**config.mk**
```make
export PLATFORM = sky130hd
export DESIGN_NAME = uart_rx_flat
export DESIGN_NICKNAME = d
export VERILOG_FILES = /design/src/rtl/uart_rx_if.sv /design/src/rtl/uart_rx.sv /design/src/flat_wrapper.sv
export SDC_FILE = /design/constraint.sdc
export NUM_CORES = 1
export LEC_CHECK = 0
export ABC_AREA = 0
export ABC_CLOCK_PERIOD_IN_PS = 2180
export BUFFER_PORTS_ARGS = -buffer_cell sky130_fd_sc_hd__buf_2
export CAP_MARGIN = 15
export CORE_MARGIN = 10
export CORE_UTILIZATION = 58
export DETAILED_ROUTE_END_ITERATION = 12
export GPL_ROUTABILITY_DRIVEN = 0
export PLACE_DENSITY = 0.74
export REMOVE_ABC_BUFFERS = 1
export SLEW_MARGIN = 30
export SYNTH_ARGS = -nofsm -noshare
export SYNTH_HDL_FRONTEND = slang
export SYNTH_SLANG_ARGS = --single-unit
```
**constraint.sdc**
```tcl
create_clock -name clk -period 2.18 [get_ports clk]
set_input_delay 0.218 -clock clk [delete_from_list [all_inputs] [get_ports clk]]
set_output_delay 0.218 -clock clk [all_outputs]
set_load 0.02 [all_outputs]
```
**src/rtl/uart_rx_if.sv**
```systemverilog
// -----------------------------------------------------------------------------
// UartIF: byte stream handshake between the UART receiver and its consumer.
//   valid : byte on data is available (producer -> consumer)
//   data  : received byte, stable while valid is high
//   ready : consumer accepts the byte; transfer when valid && ready
// Modports: master (producer side), slave (consumer side).
// -----------------------------------------------------------------------------
interface UartIF;
    logic       valid;
    logic [7:0] data;
    logic       ready;

    modport master (output valid, output data, input ready);
    modport slave  (input valid, input data, output ready);
endinterface

```
**src/rtl/uart_rx.sv**
```systemverilog
// -----------------------------------------------------------------------------
// uart_rx: 8N1 UART receiver, LSB first.
//   Synchronises the asynchronous rx line, detects the start bit, samples each
//   bit at mid-bit and presents the byte on a valid/ready handshake. Flags
//   framing errors (stop bit low) and overruns (byte completed while the
//   holding register is still full).
//
// Ports
//   clk          in   system clock, rising edge
//   rst_n        in   asynchronous active-low reset
//   rx           in   serial line, idle high, asynchronous to clk
//   out          UartIF.master: valid (o), data[7:0] (o), ready (i)
//   frame_err    out  one-cycle pulse: stop bit sampled low, byte discarded
//   overrun_err  out  one-cycle pulse: new byte dropped, held byte kept
//
// Configuration
//   UART_RX_MAJORITY_EN  defined: every sample is the 2-of-3 majority of rx_s
//                        around the nominal sample point, decided one cycle
//                        later. Undefined: single sample at the nominal point.
// -----------------------------------------------------------------------------
module uart_rx #(
    parameter int unsigned CLK_FREQ  = 50000000,
    parameter int unsigned BAUD_RATE = 115200
) (
    input  logic  clk,
    input  logic  rst_n,
    input  logic  rx,
    UartIF.master out,
    output logic  frame_err,
    output logic  overrun_err
);

    localparam int unsigned BAUD_TICK = CLK_FREQ / BAUD_RATE;
    localparam int unsigned HALF_TICK = BAUD_TICK / 2;
    localparam int unsigned CNT_W     = $clog2(BAUD_TICK);

    // With majority voting the start decision moves one count later; because
    // DATA restarts its counter from that decision, every later decision is
    // also one cycle later while the counter still tops out at BAUD_TICK-1.
`ifdef UART_RX_MAJORITY_EN
    localparam logic [CNT_W-1:0] START_TGT = CNT_W'(HALF_TICK);
`else
    localparam logic [CNT_W-1:0] START_TGT = CNT_W'(HALF_TICK - 1);
`endif
    localparam logic [CNT_W-1:0] BIT_TGT = CNT_W'(BAUD_TICK - 1);

    typedef enum logic [1:0] {
        IDLE,
        START,
        DATA,
        STOP
    } state_e;

    state_e           state_q, state_d;
    logic             sync1_q, rx_s_q, rx_prev_q;
    logic [CNT_W-1:0] baud_cnt_q, baud_cnt_d;
    logic [2:0]       bit_cnt_q, bit_cnt_d;
    logic [7:0]       shift_q, shift_d;
    logic             valid_q, valid_d;
    logic [7:0]       data_q, data_d;
    logic             frame_err_q, frame_err_d;
    logic             overrun_q, overrun_d;
    logic             fall;
    logic             sample_bit;

    assign fall = rx_prev_q && !rx_s_q;

`ifdef UART_RX_MAJORITY_EN
    // hist_q[0] is rx_s one cycle ago, hist_q[1] two cycles ago.
    logic [1:0] hist_q;

    always_ff @(posedge clk or negedge rst_n) begin
        if (!rst_n) begin
            hist_q <= '1;
        end else begin
            hist_q <= {hist_q[0], rx_s_q};
        end
    end

    assign sample_bit = (hist_q[1] & hist_q[0]) | (hist_q[1] & rx_s_q) |
                        (hist_q[0] & rx_s_q);
`else
    assign sample_bit = rx_s_q;
`endif

    always_ff @(posedge clk or negedge rst_n) begin
        if (!rst_n) begin
            sync1_q     <= 1'b1;
            rx_s_q      <= 1'b1;
            rx_prev_q   <= 1'b1;
            state_q     <= IDLE;
            baud_cnt_q  <= '0;
            bit_cnt_q   <= '0;
            shift_q     <= '0;
            valid_q     <= 1'b0;
            data_q      <= '0;
            frame_err_q <= 1'b0;
            overrun_q   <= 1'b0;
        end else begin
            sync1_q     <= rx;
            rx_s_q      <= sync1_q;
            rx_prev_q   <= rx_s_q;
            state_q     <= state_d;
            baud_cnt_q  <= baud_cnt_d;
            bit_cnt_q   <= bit_cnt_d;
            shift_q     <= shift_d;
            valid_q     <= valid_d;
            data_q      <= data_d;
            frame_err_q <= frame_err_d;
            overrun_q   <= overrun_d;
        end
    end

    always_comb begin
        state_d     = state_q;
        baud_cnt_d  = baud_cnt_q;
        bit_cnt_d   = bit_cnt_q;
        shift_d     = shift_q;
        valid_d     = valid_q;
        data_d      = data_q;
        frame_err_d = 1'b0;
        overrun_d   = 1'b0;

        if (valid_q && out.ready) begin
            valid_d = 1'b0;
        end

        case (state_q)
            IDLE: begin
                if (fall) begin
                    state_d    = START;
                    baud_cnt_d = '0;
                end
            end

            START: begin
                if (baud_cnt_q == START_TGT) begin
                    baud_cnt_d = '0;
                    if (!sample_bit) begin
                        state_d   = DATA;
                        bit_cnt_d = '0;
                    end else begin
                        state_d = IDLE;
                    end
                end else begin
                    baud_cnt_d = baud_cnt_q + CNT_W'(1);
                end
            end

            DATA: begin
                if (baud_cnt_q == BIT_TGT) begin
                    baud_cnt_d = '0;
                    shift_d    = {sample_bit, shift_q[7:1]};
                    bit_cnt_d  = bit_cnt_q + 3'd1;
                    if (bit_cnt_q == 3'd7) begin
                        state_d = STOP;
                    end
                end else begin
                    baud_cnt_d = baud_cnt_q + CNT_W'(1);
                end
            end

            STOP: begin
                if (baud_cnt_q == BIT_TGT) begin
                    baud_cnt_d = '0;
                    state_d    = IDLE;
                    if (sample_bit) begin
                        // A transfer this cycle frees the holding register.
                        if (valid_q && !out.ready) begin
                            overrun_d = 1'b1;
                        end else begin
                            data_d  = shift_q;
                            valid_d = 1'b1;
                        end
                    end else begin
                        frame_err_d = 1'b1;
                    end
                end else begin
                    baud_cnt_d = baud_cnt_q + CNT_W'(1);
                end
            end

            default: state_d = IDLE;
        endcase
    end

    assign out.valid   = valid_q;
    assign out.data    = data_q;
    assign frame_err   = frame_err_q;
    assign overrun_err = overrun_q;

endmodule

```
**src/flat_wrapper.sv**
```systemverilog
// flat-port wrapper written by rule: the top's interface ports become plain ports
module uart_rx_flat 
#(
    parameter int unsigned CLK_FREQ  = 50000000,
    parameter int unsigned BAUD_RATE = 115200
)
  (clk, rst_n, rx, frame_err, overrun_err, out_valid, out_data, out_ready);
  UartIF out_i ();
  input  logic clk;
  input  logic rst_n;
  input  logic rx;
  output logic frame_err;
  output logic overrun_err;
  output wire logic [$bits(out_i.valid)-1:0] out_valid;
  output wire logic [$bits(out_i.data)-1:0] out_data;
  input wire logic [$bits(out_i.ready)-1:0] out_ready;
  assign out_valid = out_i.valid;
  assign out_data = out_i.data;
  assign out_i.ready = out_ready;
  uart_rx #(.CLK_FREQ(CLK_FREQ), .BAUD_RATE(BAUD_RATE)) u_core (.clk(clk), .rst_n(rst_n), .rx(rx), .out(out_i), .frame_err(frame_err), .overrun_err(overrun_err));
endmodule
```
Yosys cells after proc, flatten, opt, wreduce, memory -nomap -nowiden
Index checks and enable logic that the tools add are counted.

Register bits: 36. Input port bits: 4. Output and inout port bits: 11.

Add/subtract/negate cells: 2. Equal/unequal tests: 12. Muxes and demuxes: 27. Bitwise gates (word level): 1. Reductions and logical operators: 12.

Operator list (count): $mux 9 (3); $pmux 9 s3 (1); $mux 1 (12); $mux 2 (6); $ne 2x1->1 const B (5); $add 9x1->9 const B (1); $eq 9x8->1 const B (1); $eq 9x9->1 const B (1); $mux 3 (3); $pmux 2 s4 (1); $reduce_and 4->1 (2); $pmux 3 s2 (1); $reduce_and 5->1 (1); $eq 2x2->1 const B (2); $add 3x1->3 const B (1); $eq 3x3->1 const B (1); $logic_and 1x1->1 (3); $eq 2x1->1 const B (1); $logic_not 1->1 (2); $logic_not 2->1 (1); $ne 2x2->1 const B (1); $reduce_and 2->1 (1); $reduce_bool 2->1 (1); $reduce_or 2->1 (1); $not 1->1 (1).

Depth between registers and ports, before layout
Word-level depth: 6. Mapped depth: 7. Depth with buffers taken out: 6.

Worst setup path after synthesis
OpenSTA, ideal clock, no wires.

Kind: register -> register. Start point: register u_core.baud_cnt_q[1]. End point: register u_core.data_q[0] (netlist: u_core.out.data[0]). Library setup time: 0.125 ns. Arrival: 1.859 ns. Required time: 2.055 ns. Slack: 0.196 ns. Stages on the path, launching flop included: 8. Path buffers: 1. Cells stage by stage: dfrtp_1 inv_1 ha_1 nand4bb_4 or2_1 buf_2 nor3b_4 mux2_2.

Longest elaborated chain between the ends: 2.

Ends and longest elaborated chain: start, declared (line uart_rx.sv:56) `logic [CNT_W-1:0] baud_cnt_q, baud_cnt_d;`; start signal, assigned (line uart_rx.sv:104) `baud_cnt_q <= baud_cnt_d;`; $eq 9x9->1 (line uart_rx.sv:164) `if (baud_cnt_q == BIT_TGT) begin`; $reduce_and 4->1 (no line); end signal, assigned (line uart_rx.sv:108) `data_q <= data_d;`; end, declared (line uart_rx.sv:60) `logic [7:0] data_q, data_d;`.

No other way between the ends. A chain may end at the register's enable or synchronous reset.

Final worst setup path
Start point: register u_core.baud_cnt_q[1]. End point: register u_core.data_q[3] (netlist: u_core.out.data[3]).

The elaborated chain is that of the path after synthesis.

==> summary.md <==
| Metric | Value |
|---|---|
| Outcome | completed |
| Actual slew at the worst max-slew pin | 0.772 ns |
| Slew headroom | 48.5% |
| CTS tree | done |
| Vias in the first global route | 1115 |
| Int Power | 1.03 mW |
| Worst setup startpoint | u_core.baud_cnt_q[1]$_DFFE_PN0P_ |
| Worst reg2reg path startpoint | u_core.baud_cnt_q[1]$_DFFE_PN0P_ |
| # rows | 19 |
| # IOs | 15 |
| Drc violations | 0 |
| Synthesized area | 1680 µm² |
| FF-to-FF setup slack | 0.17 ns |
| Leakage | 0.929 nW |
| Post-Route Utilization | 68.7% |
| Max-cap violations | 0 |
| Core area | 2760 µm² |
| Initial Util | 61.0% |
| Max incr delay on CP | 0.43 ns |
| Placed cells | 190 |
| Terminus of the critical flop-to-flop path | u_core.out.data[3]$_DFFE_PN0P_ |
| Synth-to-Final Area Change | 12.6% |
| Initial antenna violation count | 0 |
| Syn Area/Cell | 11.4 µm² |
| FF+latch count, synth | 36 |
| Wire per inst | 15.0 µm |
| Most area-consuming cells after synthesis | dfrtp_1, mux2_2, dfstp_2, nand2_1, ha_1 |
| CTS root buf | clkbuf_4 |
| DRT iter0 DRCs | 88 |
| Final nets | 178 |
| Cts repair resizes | 0 |
| Worst Setup Start Kind | flip-flop |
| GRT Total Usage | 11.9% |
| Clk pin slew, worst setup/hold paths | 0.10 ns |
| Routed Antenna Nets | 0 |
| Clk pwr share | 23.6% |
| Crit-path cells | inv_1 > ha_1 > nand4bb_4 > or2_1 > nor3b_4 > buf_12 > mux2_2 |
| Detailed-route wire length | 3010 µm |
| Seq/Total Area, Yosys | 53.8% |
| P_sw | 524 µW |
| Synth Instances | 147 |
| Cell depth of the worst setup path | 7 |
| Buffers & Inverters on Critical Path | 2 |
| Final period util | 92.4% |
| # H-tree levels | 2 |
| Pwr Total | 1.55 mW |
| Die area | 5460 µm² |
| Commonest non-fill, non-tap cells in the layout | dfrtp_1, nand2_1, mux2_2 |
| # setup viols final | 0 |
| Skew-Pair Late Insertion Delay | 0.32 ns |
| Synth unique cells | 35 |
| Final worst path period need | 2.01 ns |
| Share of cells above drive strength 1 | 27.1% |
| First-pass GRT wire length | 5180 µm |
| Final Hold Fails | 0 |
| Setup ws final | 0.167 ns |
| Die height | 73.9 µm |
| Area of placed instances | 1790 µm² |
| Post-detail-place hpwl | 2180 µm |
| CP max-delay cell | dfrtp_1 |
| CTS max path bufs | 2 |
| Reg power frac | 54.8% |
| RSZ-0062 raised after global routing | false |
| FMAX | 497 MHz |
| Via Count | 1130 |
| Nature of the critical path endpoint | flip-flop |
| CP endpoint | u_core.out.data[3]$_DFFE_PN0P_ |
| P per Cell Area | 820 nW/µm² |
| Net Sw Frac | 33.7% |
| CTS Sinks | 36 |
| Pre-CTS setup slack | 0.0450 ns |
| Final TNS setup | 0 ns |
| Fin cells | 201 |
| Share of Yosys cell area claimed by the top area cell type | 49.1% |
| CTS Buf Count | 5 |
| Commonest non-fill, non-tap cell in the layout | dfrtp_1 |
| Antenna diodes | 0 |
| Logic pwr share | 21.7% |
| Largest vdd supply drop | 570 µV |
| Port bufs | 14 |
| Hold Path Class | input port to flip-flop |
| Arrival time at the worst endpoint | 2.23 ns |
| Post-DR vias/cell | 5.62 |
| Hold Slack | 0.229 ns |
| WS Path Type | flip-flop to flip-flop |
| Largest net degree at the start of global routing | 37 |
| Critical Path Fanout Max | 8 |
| Chip width | 73.9 µm |
| Worst R2R Path Depth | 7 |
| Setup Skew | 0.00741 ns |
| Area leader, netlist | dfrtp_1 |
| Grt ovf | 0 |
| Synth warn | 0 |
| CP Data Required Time | 2.39 ns |
| Final instance area | 1890 µm² |
| Delay-heaviest family, CP | simple AND/OR/NAND/NOR gates |
| Max Slew Vio Count | 0 |
| DRT Pass-1 Iters | 4 |
[flip-flops by register name, indices dropped and copies added, names as in the netlist, 3 cells and up, named ones only]
signal,count
u_core.shift_q,8
u_core.baud_cnt_q,9
u_core.out.data,8
u_core.bit_cnt_q,3
[cells by family (layout without fill, tap and decap cells)]
| logic type | Yosys count | count (layout) | share of synthesized area [%] |
|---|---|---|---|
| XOR/XNOR | 1 | 1 | 0.521 |
| AO/OA/AOI/OAI | 24 | 24 | 9.81 |
| flip-flops | 36 | 36 | 53.8 |
| multiplexers | 19 | 19 | 12.6 |
| adder cells (fa/ha/maj) | 5 | 5 | 3.72 |
| AND/OR/NAND/NOR | 50 | 50 | 16.7 |
| buffers and inverters | 12 | 35 | 2.90 |
[cell type report]
| type | count | area [µm²] |
|---|---|---|
| clock buffers | 7 | 55.1 |
| clock inverters | 1 | 7.51 |
| fillers | 211 | 863 |
| inverters | 7 | 26.3 |
| multi-input cells | 99 | 729 |
| flip-flops and latches | 36 | 905 |
| well taps | 31 | 38.8 |
| repair buffers | 20 | 133 |
[cell usage after synthesis, drive strengths merged]
cell type   n
dfrtp      33
nand2      21
mux2       17
inv         7
o21ai       7
nor3        6
ha          5
o22ai       5
nand3       4
nor2        4
nor2b       4
clkbuf      3
dfstp       3
o21a        3
a211oi      2
and3b       2
buf         2
mux2i       2
nor4        2
o31a        2
a21boi      1
a21oi       1
a311oi      1
and2        1
and4        1
nand2b      1
nand4b      1
nand4bb     1
nor3b       1
o211ai      1
o41ai       1
or2         1
xor2        1
[routing by layer]
layer,track usage (%),routed length (µm),vias to the layer above
li1,-,-,565
met4,4.76,34,0
met3,4.04,120,4
met5,0,0,-
met2,17.3,1390,19
met1,15.9,1470,542
[power by group through the flow]
stage               sequential, mW  combinational [mW]  clock (mW)
floorplan                    0.830               0.241           0
global placement             0.852               0.306           0
detailed placement           0.860               0.333           0
CTS                          0.847               0.337       0.382
global route                 0.863               0.382       0.411
finish                       0.850               0.336       0.367
[worst min-delay path by stage]
stage	startpoint	endpoint	slack, ns	cells past startpoint
3_5_place_dp	rx	u_core.sync1_q$_DFF_PN1_	0.32	1
2_1_floorplan	rst_n	async pin	-0.08	0
6_report	out_ready	u_core.overrun_err$_DFF_PN0_	0.23	3
5_1_grt	out_ready	u_core.overrun_err$_DFF_PN0_	0.24	3
4_1_cts	out_ready	u_core.overrun_err$_DFF_PN0_	0.21	3
3_3_place_gp	rst_n	u_core.baud_cnt_q[3]$_DFFE_PN0P_	0.33	1
[timing repair]
item                                    in CTS  in global routing
buffers inserted                             0                  1
endpoints found under the setup margin       0                  8
hold endpoints to repair                    34                  0
hold buffers                                 2                  0
[worst reg2reg max path: stages (launching register included)]
cell and delay [ns]:
dfrtp_1 0.43, inv_1 0.11, ha_1 0.20, nand4bb_4 0.13, or2_1 0.32, nor3b_4 0.23
buf_12 0.15, mux2_2 0.33
Note: power is estimated with default switching activity, not from simulation.
